--- src/rtl/gate_pkg.sv ---
// Shared definitions for the gate truth-table sequencer and its expected-value helper.
package gate_pkg;

    localparam logic [2:0] OP_OR   = 3'd0;
    localparam logic [2:0] OP_AND  = 3'd1;
    localparam logic [2:0] OP_NAND = 3'd2;
    localparam logic [2:0] OP_NOR  = 3'd3;
    localparam logic [2:0] OP_XOR  = 3'd4;

    localparam int NUM_VECTORS = 4;

    typedef enum logic [2:0] {
        ST_IDLE   = 3'd0,
        ST_DRIVE  = 3'd1,
        ST_SETTLE = 3'd2,
        ST_SAMPLE = 3'd3,
        ST_DONE   = 3'd4
    } tt_state_t;

endpackage

--- src/rtl/gate_tt_expect.sv ---
// Combinational reference for one 2-input gate: expected y and an illegal-op flag.
module gate_tt_expect
    import gate_pkg::*;
(
    input  logic [2:0] op,
    input  logic       a,
    input  logic       b,
    output logic       y,
    output logic       illegal
);

    // Truth table of the supported gate functions
    always_comb begin
        y       = 1'b0;
        illegal = 1'b0;
        case (op)
            OP_OR:   y = a | b;
            OP_AND:  y = a & b;
            OP_NAND: y = ~(a & b);
            OP_NOR:  y = ~(a | b);
            OP_XOR:  y = a ^ b;
            default: illegal = 1'b1;
        endcase
    end

endmodule

--- src/rtl/gate_tt_sequencer.sv ---
// Drives a lab gate through all four input vectors and checks its output.
// Optional macro TTSEQ_STOP_ON_FAIL_EN ends the run at the first mismatching vector.
module gate_tt_sequencer
    import gate_pkg::*;
#(
    parameter int SETTLE_CYCLES = 2,
    parameter int CNT_W         = 4
) (
    input  logic       clk,
    input  logic       rst,
    input  logic       start,
    input  logic [2:0] op_sel,
    input  logic       y_in,
    output logic       a_out,
    output logic       b_out,
    output logic       busy,
    output logic       done,
    output logic       pass,
    output logic [3:0] fail_mask,
    output logic [1:0] vec_idx
);

    tt_state_t          state;
    tt_state_t          next_state;
    logic [2:0]         op_lat;
    logic [CNT_W-1:0]   cnt;

    logic [2:0]         op_lat_n;
    logic [CNT_W-1:0]   cnt_n;
    logic               a_n;
    logic               b_n;
    logic               busy_n;
    logic               done_n;
    logic               pass_n;
    logic [3:0]         mask_n;
    logic [1:0]         idx_n;

    logic               exp_y;
    logic               op_bad;
    logic               mismatch;
    logic               last_vec;

    gate_tt_expect u_expect (
        .op      (op_lat),
        .a       (a_out),
        .b       (b_out),
        .y       (exp_y),
        .illegal (op_bad)
    );

    assign mismatch = (y_in != exp_y);
    assign last_vec = (vec_idx == 2'(NUM_VECTORS - 1));

    // State register
    always_ff @(posedge clk or posedge rst) begin
        if (rst) begin
            state <= ST_IDLE;
        end else begin
            state <= next_state;
        end
    end

    // Next-state logic
    always_comb begin
        next_state = state;
        case (state)
            ST_IDLE: begin
                if (start) next_state = ST_DRIVE;
                else       next_state = ST_IDLE;
            end
            ST_DRIVE: begin
                if (op_bad)                  next_state = ST_DONE;
                else if (SETTLE_CYCLES == 0) next_state = ST_SAMPLE;
                else                         next_state = ST_SETTLE;
            end
            ST_SETTLE: begin
                if (cnt <= CNT_W'(1)) next_state = ST_SAMPLE;
                else                  next_state = ST_SETTLE;
            end
            ST_SAMPLE: begin
`ifdef TTSEQ_STOP_ON_FAIL_EN
                if (last_vec || mismatch) next_state = ST_DONE;
                else                      next_state = ST_DRIVE;
`else
                if (last_vec) next_state = ST_DONE;
                else          next_state = ST_DRIVE;
`endif
            end
            ST_DONE:  next_state = ST_IDLE;
            default:  next_state = ST_IDLE;
        endcase
    end

    // Next values of the registered outputs and datapath
    always_comb begin
        op_lat_n = op_lat;
        cnt_n    = cnt;
        a_n      = a_out;
        b_n      = b_out;
        pass_n   = pass;
        mask_n   = fail_mask;
        idx_n    = vec_idx;
        case (state)
            ST_IDLE: begin
                if (start) begin
                    op_lat_n = op_sel;
                    mask_n   = 4'h0;
                    pass_n   = 1'b0;
                    idx_n    = 2'd0;
                end else begin
                    op_lat_n = op_lat;
                end
            end
            ST_DRIVE: begin
                if (op_bad) begin
                    mask_n = 4'hF;
                end else begin
                    a_n   = vec_idx[1];
                    b_n   = vec_idx[0];
                    cnt_n = CNT_W'(SETTLE_CYCLES);
                end
            end
            ST_SETTLE: cnt_n = cnt - CNT_W'(1);
            ST_SAMPLE: begin
                if (mismatch) mask_n[vec_idx] = 1'b1;
                else          mask_n = fail_mask;
                if (next_state == ST_DRIVE) idx_n = vec_idx + 2'd1;
                else                        idx_n = vec_idx;
            end
            ST_DONE:  cnt_n = cnt;
            default:  cnt_n = cnt;
        endcase
        busy_n = (next_state != ST_IDLE);
        // Gate inputs return low and the verdict is published as DONE is entered
        if (next_state == ST_DONE) begin
            done_n = 1'b1;
            a_n    = 1'b0;
            b_n    = 1'b0;
            pass_n = (mask_n == 4'h0);
        end else begin
            done_n = 1'b0;
        end
    end

    // Output and datapath registers
    always_ff @(posedge clk or posedge rst) begin
        if (rst) begin
            op_lat    <= 3'd0;
            cnt       <= '0;
            a_out     <= 1'b0;
            b_out     <= 1'b0;
            busy      <= 1'b0;
            done      <= 1'b0;
            pass      <= 1'b0;
            fail_mask <= 4'h0;
            vec_idx   <= 2'd0;
        end else begin
            op_lat    <= op_lat_n;
            cnt       <= cnt_n;
            a_out     <= a_n;
            b_out     <= b_n;
            busy      <= busy_n;
            done      <= done_n;
            pass      <= pass_n;
            fail_mask <= mask_n;
            vec_idx   <= idx_n;
        end
    end

endmodule
--- config.mk ---
export PLATFORM = sky130hd
export DESIGN_NAME = gate_tt_sequencer
export DESIGN_NICKNAME = d
export VERILOG_FILES = /design/src/rtl/gate_pkg.sv /design/src/rtl/gate_tt_expect.sv /design/src/rtl/gate_tt_sequencer.sv
export SDC_FILE = /design/constraint.sdc
export NUM_CORES = 1
export LEC_CHECK = 0
export CAP_MARGIN = 40
export CORE_MARGIN = 4
export CORE_UTILIZATION = 30
export DETAILED_ROUTE_END_ITERATION = 7
export PLACE_DENSITY = 0.54
export SLEW_MARGIN = 20
export SYNTH_ARGS = -nofsm -noshare
export SYNTH_HDL_FRONTEND = slang
export SYNTH_SLANG_ARGS = --single-unit
--- constraint.sdc ---
create_clock -name clk -period 3.9 [get_ports clk]
set_input_delay 0.78 -clock clk [delete_from_list [all_inputs] [get_ports clk]]
set_output_delay 0.78 -clock clk [all_outputs]
set_load 0.02 [all_outputs]
=== Word level (Yosys, flattened, before mapping) ===
Cells that the tools add are included.
Widths: inputs -> output; s select.

* Reduce and logical (&&, ||, !) cells: 17
* Equality and inequality tests: 14
* Bitwise operators: 6
* $lt $le $gt $ge: 3
* $add $sub $neg: 2
* Muxes and demuxes: 27

{| class="wikitable"
|+ Operator list
! operator !! count
|-
| $mux 4 || 4
|-
| $mux 1 || 13
|-
| $eq 3x2->1 const B || 4
|-
| $pmux 3 s4 || 1
|-
| $pmux 4 s3 || 1
|-
| $reduce_bool 2->1 || 6
|-
| $eq 3x1->1 const B || 3
|-
| $pmux 4 s2 || 1
|-
| $reduce_and 2->1 || 4
|-
| $eq 3x3->1 const B || 2
|-
| $logic_not 3->1 || 2
|-
| $mux 3 || 2
|-
| $ne 2x2->1 const B || 3
|-
| $pmux 1 s5 || 1
|-
| $reduce_or 5->1 || 1
|-
| $le 4x1->1 const B || 1
|-
| $logic_not 4->1 || 1
|-
| $mux 2 || 2
|-
| $or 4x4->4 || 1
|-
| $pmux 2 s2 || 1
|-
| $sub 4x1->4 const B || 1
|-
| $lt 2x3->1 const B || 1
|-
| $reduce_and 3->1 || 1
|-
| $reduce_bool 3->1 || 1
|-
| 10 further kinds || 11
|}

* Output and inout bits: 11
* Flip-flop bits (word level): 21

=== Logic depth before layout (Yosys ltp) ===
* Depth after elaboration: 9
* Mapped depth: 6
* Mapped depth without buffers: 6

=== Modules after synthesis ===
From an unflattened synthesis, not the netlist that was laid out.

* Cells, all modules: 102
* Area, all modules: 1,132.3 µm²

{| class="wikitable"
|+ Modules (own cells, without submodules)
! module !! instances !! seq. area each (µm²) !! area an instance (µm²) !! cells each
|-
| gate_tt_sequencer || 1 || 525.5 || 1,048.5 || 92
|-
| gate_tt_expect || 1 || 0.0 || 83.8 || 10
|}

=== Least setup slack after synthesis ===
Ideal clock, no wire load.

* Path type: input -> register
* From: input start
* To: register pass
* Arrival time: 1,879 ps
* Library setup time: 96 ps
* Stages: 3
* Data required time: 3,804 ps
* Slack: 1,925 ps
* Path through: or4b_1 > a2111o_1 > o32ai_2

* Longest elaborated chain between the ends: 5
* Elaborated cells on any way between the ends: 10
* Those cells by class: eq/ne (1); mux (5); reduce/logical (4)

{| class="wikitable"
|+ RTL lines
! item !! line !! RTL
|-
| start, declared || gate_tt_sequencer.sv:11 || <nowiki>input logic start,</nowiki>
|-
| $mux 1 || gate_tt_sequencer.sv:68 || <nowiki>if (start) next_state = ST_DRIVE;</nowiki>
|-
| $pmux 3 s4 || gate_tt_sequencer.sv:66 || <nowiki>case (state)</nowiki>
|-
| $eq 3x3->1 || gate_tt_sequencer.sv:135 || <nowiki>if (next_state == ST_DONE) begin</nowiki>
|-
| $reduce_bool 2->1 (no source line) || -- ||
|-
| $reduce_and 2->1 (no source line) || -- ||
|-
| end signal, assigned || gate_tt_sequencer.sv:164 || <nowiki>pass <= pass_n;</nowiki>
|-
| end, declared || gate_tt_sequencer.sv:18 || <nowiki>output logic pass,</nowiki>
|}

Several ways; a longest one is shown, not always the timed one.
A chain may end at the register's enable or synchronous reset.

=== Worst setup path after layout ===
Ends and elaborated chain as after synthesis.

==> results.yml <==
clocking:
  cts_tree: "built"
  clkSlewWorstSetupHoldPaths_ns: 0.07
  cts.path.max_buffers: 2
  hold_buffers: 0
  ctsResizeCount: 0
  clk_latency_ns: 0.25
  htreeDepth: 1
  clock_sinks: 21
  cts_root_buf: "clkbuf_8"
  cts_buffers: 3
  cts_setup_buffers: 0
worst_hold_path:
  hold_class: "reg2reg"
global_route:
  grt_pass1_wl_um: 3970
  track_usage_pct: 9.96
  grt_pass1_vias: 876
  antenna_found_initial: 0
  grt_max_degree: 22
  grt_overflow: 0
drt:
  wl_um: 2230
  via_count: 846
  ant_nets: 0
  drtIter0Drc: 60
  via_per_inst: 4.62
  firstDrtPassIters: 4
  drc: 0
  routedWlPerCell_um: 12.2
place:
  dp_hpwl_um: 1770
  portBuffers: 17
  dp.cells: 178
  routabilityCongestion: 0.744
synth:
  synth_ff_type: "dfrtp_1"
  ys_seq_area_share_pct: 46.1
  synthCells: 115
  synth_area_leaders: "dfrtp_1 46%, ha_1 8.8%, mux2_2 4.9%"
  synth.cell_area_um2: 1140
  synth_top_cell_by_area: "dfrtp_1"
  synthSimpleGateAreaFrac_pct: 16.5
  synthXorXnorAreaFrac_pct: 0.768
  netlist_top_cells_count: "21 x dfrtp_1, 14 x inv_1, 11 x o21ai_0"
  ys_types: 34
  synthMuxAreaShare_pct: 5.82
  netlist.area_leader.share_pct: 46.1
  synthAdderAreaFrac_pct: 8.78
  synth_compound_area_share_pct: 16.7
  async_flop_share_pct: 100
  syn_area_per_cell_um2: 9.91
  ys_ff_latch: 21
  synth_top_family_by_area: "compound AO/OA/AOI/OAI gates"
  syn_nets: 130
  yosysWarningCount: 0
  synth_edf_count: 0
  synth.most_common_cell: "dfrtp_1"
power_and_ir_drop:
  p_per_area_nw_per_um2: 756
  ir_worst_vdd_mv: 0.154
  p_leak_nw: 0.632
final_layout:
  drive_above_1_share_pct: 8.89
  diodes: 0
  seq_area_um2: 526
  synthToLayoutAreaGrowth_pct: 24.7
  fill_cells: 360
  final_util_pct: 38.8
  multiInputGateArea_um2: 553
  nNetsFinal: 151
  fin_cells: 183
setup_path:
  crit_type: "in2reg"
  cp-start-kind: "input pin"
  arrival_ns: 2.64
  reg2reg_to: "pass"
  rr_startpoint: "state[2]"
  crit_path_end_kind: "flop"
  critPathCapture: "pass"
  path_max_fanout: 11
  critPathLaunch: "start"
  r2r_slack_ns: 1.88
  required_ns: 4.06
  rr_worst_depth: 3
floorplan:
  die_x_um: 69.6
  die_area_um2: 4850
  core_um2: 3660
  std_cell_rows: 22
  pin_count: 18
  initial_core_util_pct: 31.1
  die_y_um: 69.6
sta:
  setup_viol: 0
  timing.final.crit_period_ns: 2.48
  maxSlewViolCount: 0
  period_share_pct: 63.6
  worst_slew_pin_slew_ns: 0.429
  slew-limit-headroom_pct: 71.3
  fin_skew_ns: 0.00193
  hold_viol_final: 0
  setup_tns_ns: 0
  rsz0062_at_grt: "no"
  fmax_mhz: 403
flow_run:
  drv_cap: 0
outcome:
  status: "finished clean"
-- metal layers --
metal	global-route usage, %	vias up	part of all wire [%]
li1	-	438	-
met2	16.6	15	50
met1	13.0	391	47
met3	1.45	2	2.4
met5	0	-	0
met4	3.83	0	1.2
-- flip-flops by register name, summed over array words and instances (netlist names), 2 cells and up --
signal     flops
cnt            4
fail_mask      4
op_lat         3
state          3
vec_idx        2
-- report_power, final --
part	leakage (nW)	internal (mW)	switching, mW
sequential	0.268	0.309	0.0906
clock	0.0228	0.0725	0.0644
combinational	0.342	0.248	0.291
total	0.632	0.629	0.446
-- how the worst min path moves through the flow --
stage | slack, ns | end | cells past startpoint | startpoint
global route | 0.56 | fail_mask[3] | 2 | fail_mask[3]
floorplan | 0.47 | state[0] | 1 | cnt[3]
finish | 0.51 | state[0] | 1 | cnt[3]
detailed placement | 0.50 | state[0] | 1 | cnt[3]
global placement | 0.50 | cnt[3] | 1 | cnt[3]
CTS | 0.52 | state[0] | 1 | cnt[3]
-- logic make-up after synthesis --
logic type,Yosys count
buffers and inverters,16
flip-flops,21
AND/OR/NAND/NOR,36
XOR/XNOR,1
multiplexers,6
AO/OA/AOI/OAI,27
adder cells (fa/ha/maj),8
-- layout make-up --
cell class                 instances  share of cell area [%]
clock buffer                       4                    3.17
inverter                          14                    3.70
multi-input combinational         78                    38.9
sequential                        21                    37.0
tap                               48                    4.23
timing repair buffer              18                    13.0
-- stage by stage --
step	setup slack [ns]	power, mW	cell area (um2)	hold WS, ns
6_report	1.42	1.07	1420	0.514
3_3_place_gp	1.18	0.929	1360	0.504
3_5_place_dp	1.15	0.945	1360	0.499
4_1_cts	1.42	1.09	1410	0.516
5_1_grt	1.37	1.17	1420	0.564
2_1_floorplan	1.93	0.764	1140	0.467
-- critical path: stages --
cell	delay, ns
clkdlybuf4s50_1	0.45
or4b_1	0.67
a2111o_1	0.50
o32ai_2	0.25
-- cells in the final DEF (no fill, tap or decap), types with 4 or more instances in the layout --
cell type,instances
clkdlybuf4s50_1,17
dfrtp_1,21
ha_1,8
inv_1,14
mux2_2,5
nand2_1,9
nor2_1,9
nor2b_1,4
o21ai_0,11
o31ai_1,4
Note: power is estimated with default switching activity, not from simulation.
==> RTL edit (same flow settings) <==
The 5 states of `tt_state_t` get a Gray code encoding in 3 bits.
--- a/src/rtl/gate_pkg.sv
+++ b/src/rtl/gate_pkg.sv
@@ -12,7 +12,7 @@
     typedef enum logic [2:0] {
-        ST_IDLE   = 3'd0,
-        ST_DRIVE  = 3'd1,
-        ST_SETTLE = 3'd2,
-        ST_SAMPLE = 3'd3,
-        ST_DONE   = 3'd4
+        ST_IDLE   = 3'b000,
+        ST_DRIVE  = 3'b001,
+        ST_SETTLE = 3'b011,
+        ST_SAMPLE = 3'b010,
+        ST_DONE   = 3'b110
     } tt_state_t;
Formal check against the unedited RTL: no difference found for any inputs over 10 cycles, from zero or initial values and one cycle with rst high; not proved beyond that.
==> RTL edit against the unedited design <==
Wire length fell by 1.6%; first-iteration DRC count fell by 80%; non-clock buffer count unchanged; sequential cell count did not move; area after synthesis fell by 2.2%; total power up 6.4%; setup slack improved by 0.21 ns; design area down 2.1%; largest power group unchanged; sequential share of layout area grew 0.80 points.
==> RTL edit: results (changes against the unedited design) <==
Run status
  – Status: finished, final reports clean

Global route
  – Initial antenna violation count: 0 (unchanged)
  – Largest net degree at the start of global routing: 22 (unchanged)
  – Tot GR Track Use: 0.105 (+0.00582)
  – First-pass GRT wire length: 3.73 mm (-6.2%)
  – Vias in the first global route: 822 (-6.2%)

Routing
  – Initial DRT Pass Iterations: 4 (unchanged)
  – Initial drt markers: 12 (-80%)
  – Vias per Instance: 4.90 (+6.0%)
  – WL final: 2.19 mm (-1.6%)

STA
  – # setup viols final: 0 (unchanged)
  – Slew headroom: 0.711 (-0.00237)
  – Clk_skew: 0.00390 ns (+0.00198 ns)

Clocking
  – CTS Buf Count: 3 (unchanged)
  – CTS root buffer: clkbuf_8
  – Worst-skew pair later-pin latency: 0.25 ns (about the same)
  – Worst-path clk slew: 0.08 ns
  – Longest Clk Path Bufs: 2 (unchanged)
  – H-Tree Depth: 1 (unchanged)
  – Postcts setup bufs: 0 (unchanged)
  – Post_cts resized: 0 (unchanged)

Worst setup path
  – Critical path's largest stage delay: 0.57 ns (-0.10 ns)
  – Critical path arrival: 2.40 ns (-0.24 ns)
  – CP Max Fanout: 6 (-5)
  – Slowest-stage cell, CP: or4b_4

Logic synthesis
  – Top post-synthesis cells by area: dfrtp_1, ha_1, mux2_2
  – Commonest cells post-synth: dfrtp_1, ha_1, inv_1, nor2_1, o21ai_0
  – Part of the Yosys area used for sequential elements: 0.471 (+0.0103)
  – Syn nets: 118 (-9.2%)
  – Asr flop ratio synth: 1.00 (unchanged)
  – Ys Warns: 0 (unchanged)
  – Synth unique cells: 32 (-5.9%)

Power
  – Peak supply drop: 0.000191 V (+24%)
  – Leak: 0.626 nW (-1.0%)
  – Sw frac: 0.404 (-0.0109)

Placed design
  – Port buffer count: 17 (unchanged)
  – Dpl hpwl: 1.69 mm (-4.6%)
  – Placement Setup Slack: 1.35 ns (+0.201 ns)
  – Placer Congestion: 0.744 (about the same)

Layout
  – Largest regs: cnt: 4 flops, fail_mask: 4 flops
  – Share of layout cells above drive strength 1: 0.0976 (+0.00867)
  – N_diodes: 0 (unchanged)
  – Layout Nets: 139 (-7.9%)

Flow run
  – Max Cap Viol: 0 (unchanged)

Min path
  – Worst hold path type: register to register
## RTL edit: worst paths after layout
kind / start / end / slack (ns) / cells past startpoint
worst max-delay path: y_in / fail_mask[2]$_DFF_PP0_ / 1.63 / 5
worst min-delay path: cnt[3]$_DFFE_PP0P_ / cnt[3]$_DFFE_PP0P_ / 0.52 / 1
worst max register to register: a_out$_DFFE_PP0P_ / fail_mask[2]$_DFF_PP0_ / 1.80 / 6
worst min register to register: cnt[3]$_DFFE_PP0P_ / cnt[3]$_DFFE_PP0P_ / 0.52 / 1
max in group asynchronous: rst / vec_idx[1]$_DFFE_PP0P_ / 2.69 / 3
min in group asynchronous: rst / cnt[0]$_DFFE_PP0P_ / 0.78 / 2
## RTL edit: critical path, delay by kind of cell
| kind | cells | cell delay, ns |
|---|---|---|
| compound gates | 1 | 0.31 |
| buf+inv | 1 | 0.54 |
| mux | 1 | 0.07 |
| simple gates | 2 | 0.69 |
## RTL edit: area by class of cell
cell class	instances	area, µm²
fillers	367	2080
multi-input cells	72	552
flip-flops and latches	21	526
repair buffers	18	181
well taps	46	57.6
clock buffers	4	45.0
inverters	8	30.0
## RTL edit: logic make-up after synthesis
family,count (synthesis),synth area share
AND/OR/NAND/NOR,35,0.190
flip-flops,21,0.471
AO/OA/AOI/OAI,20,0.131
buffers and inverters,10,0.0337
multiplexers,8,0.0763
adder cells (fa/ha/maj),8,0.0898
XOR/XNOR,1,0.00786
## RTL edit: stage by stage
stage	std cells	hold slack (ns)	area, µm²	total power, mW	utilization
2_1_floorplan	103	0.459	1110	0.817	-
3_3_place_gp	164	0.489	1340	0.994	0.385
3_5_place_dp	164	0.520	1340	1.02	0.385
4_1_cts	168	0.530	1380	1.16	0.398
5_1_grt	169	0.561	1390	1.25	0.401
6_report	169	0.521	1390	1.14	0.401
## RTL edit: power groups by stage
stage,Combinational [mW],Clock (mW),Sequential [mW]
2_1_floorplan,0.356,0,0.461
3_3_place_gp,0.564,0,0.431
3_5_place_dp,0.579,0,0.438
4_1_cts,0.580,0.146,0.434
5_1_grt,0.644,0.155,0.454
6_report,0.572,0.139,0.432
## RTL edit: routing by layer
layer,GRT usage,vias up,part of all wire
li1,-,415,-
met1,0.137,402,0.47
met2,0.175,9,0.49
met3,0.0146,2,0.021
met4,0.0438,0,0.014
met5,0,-,0
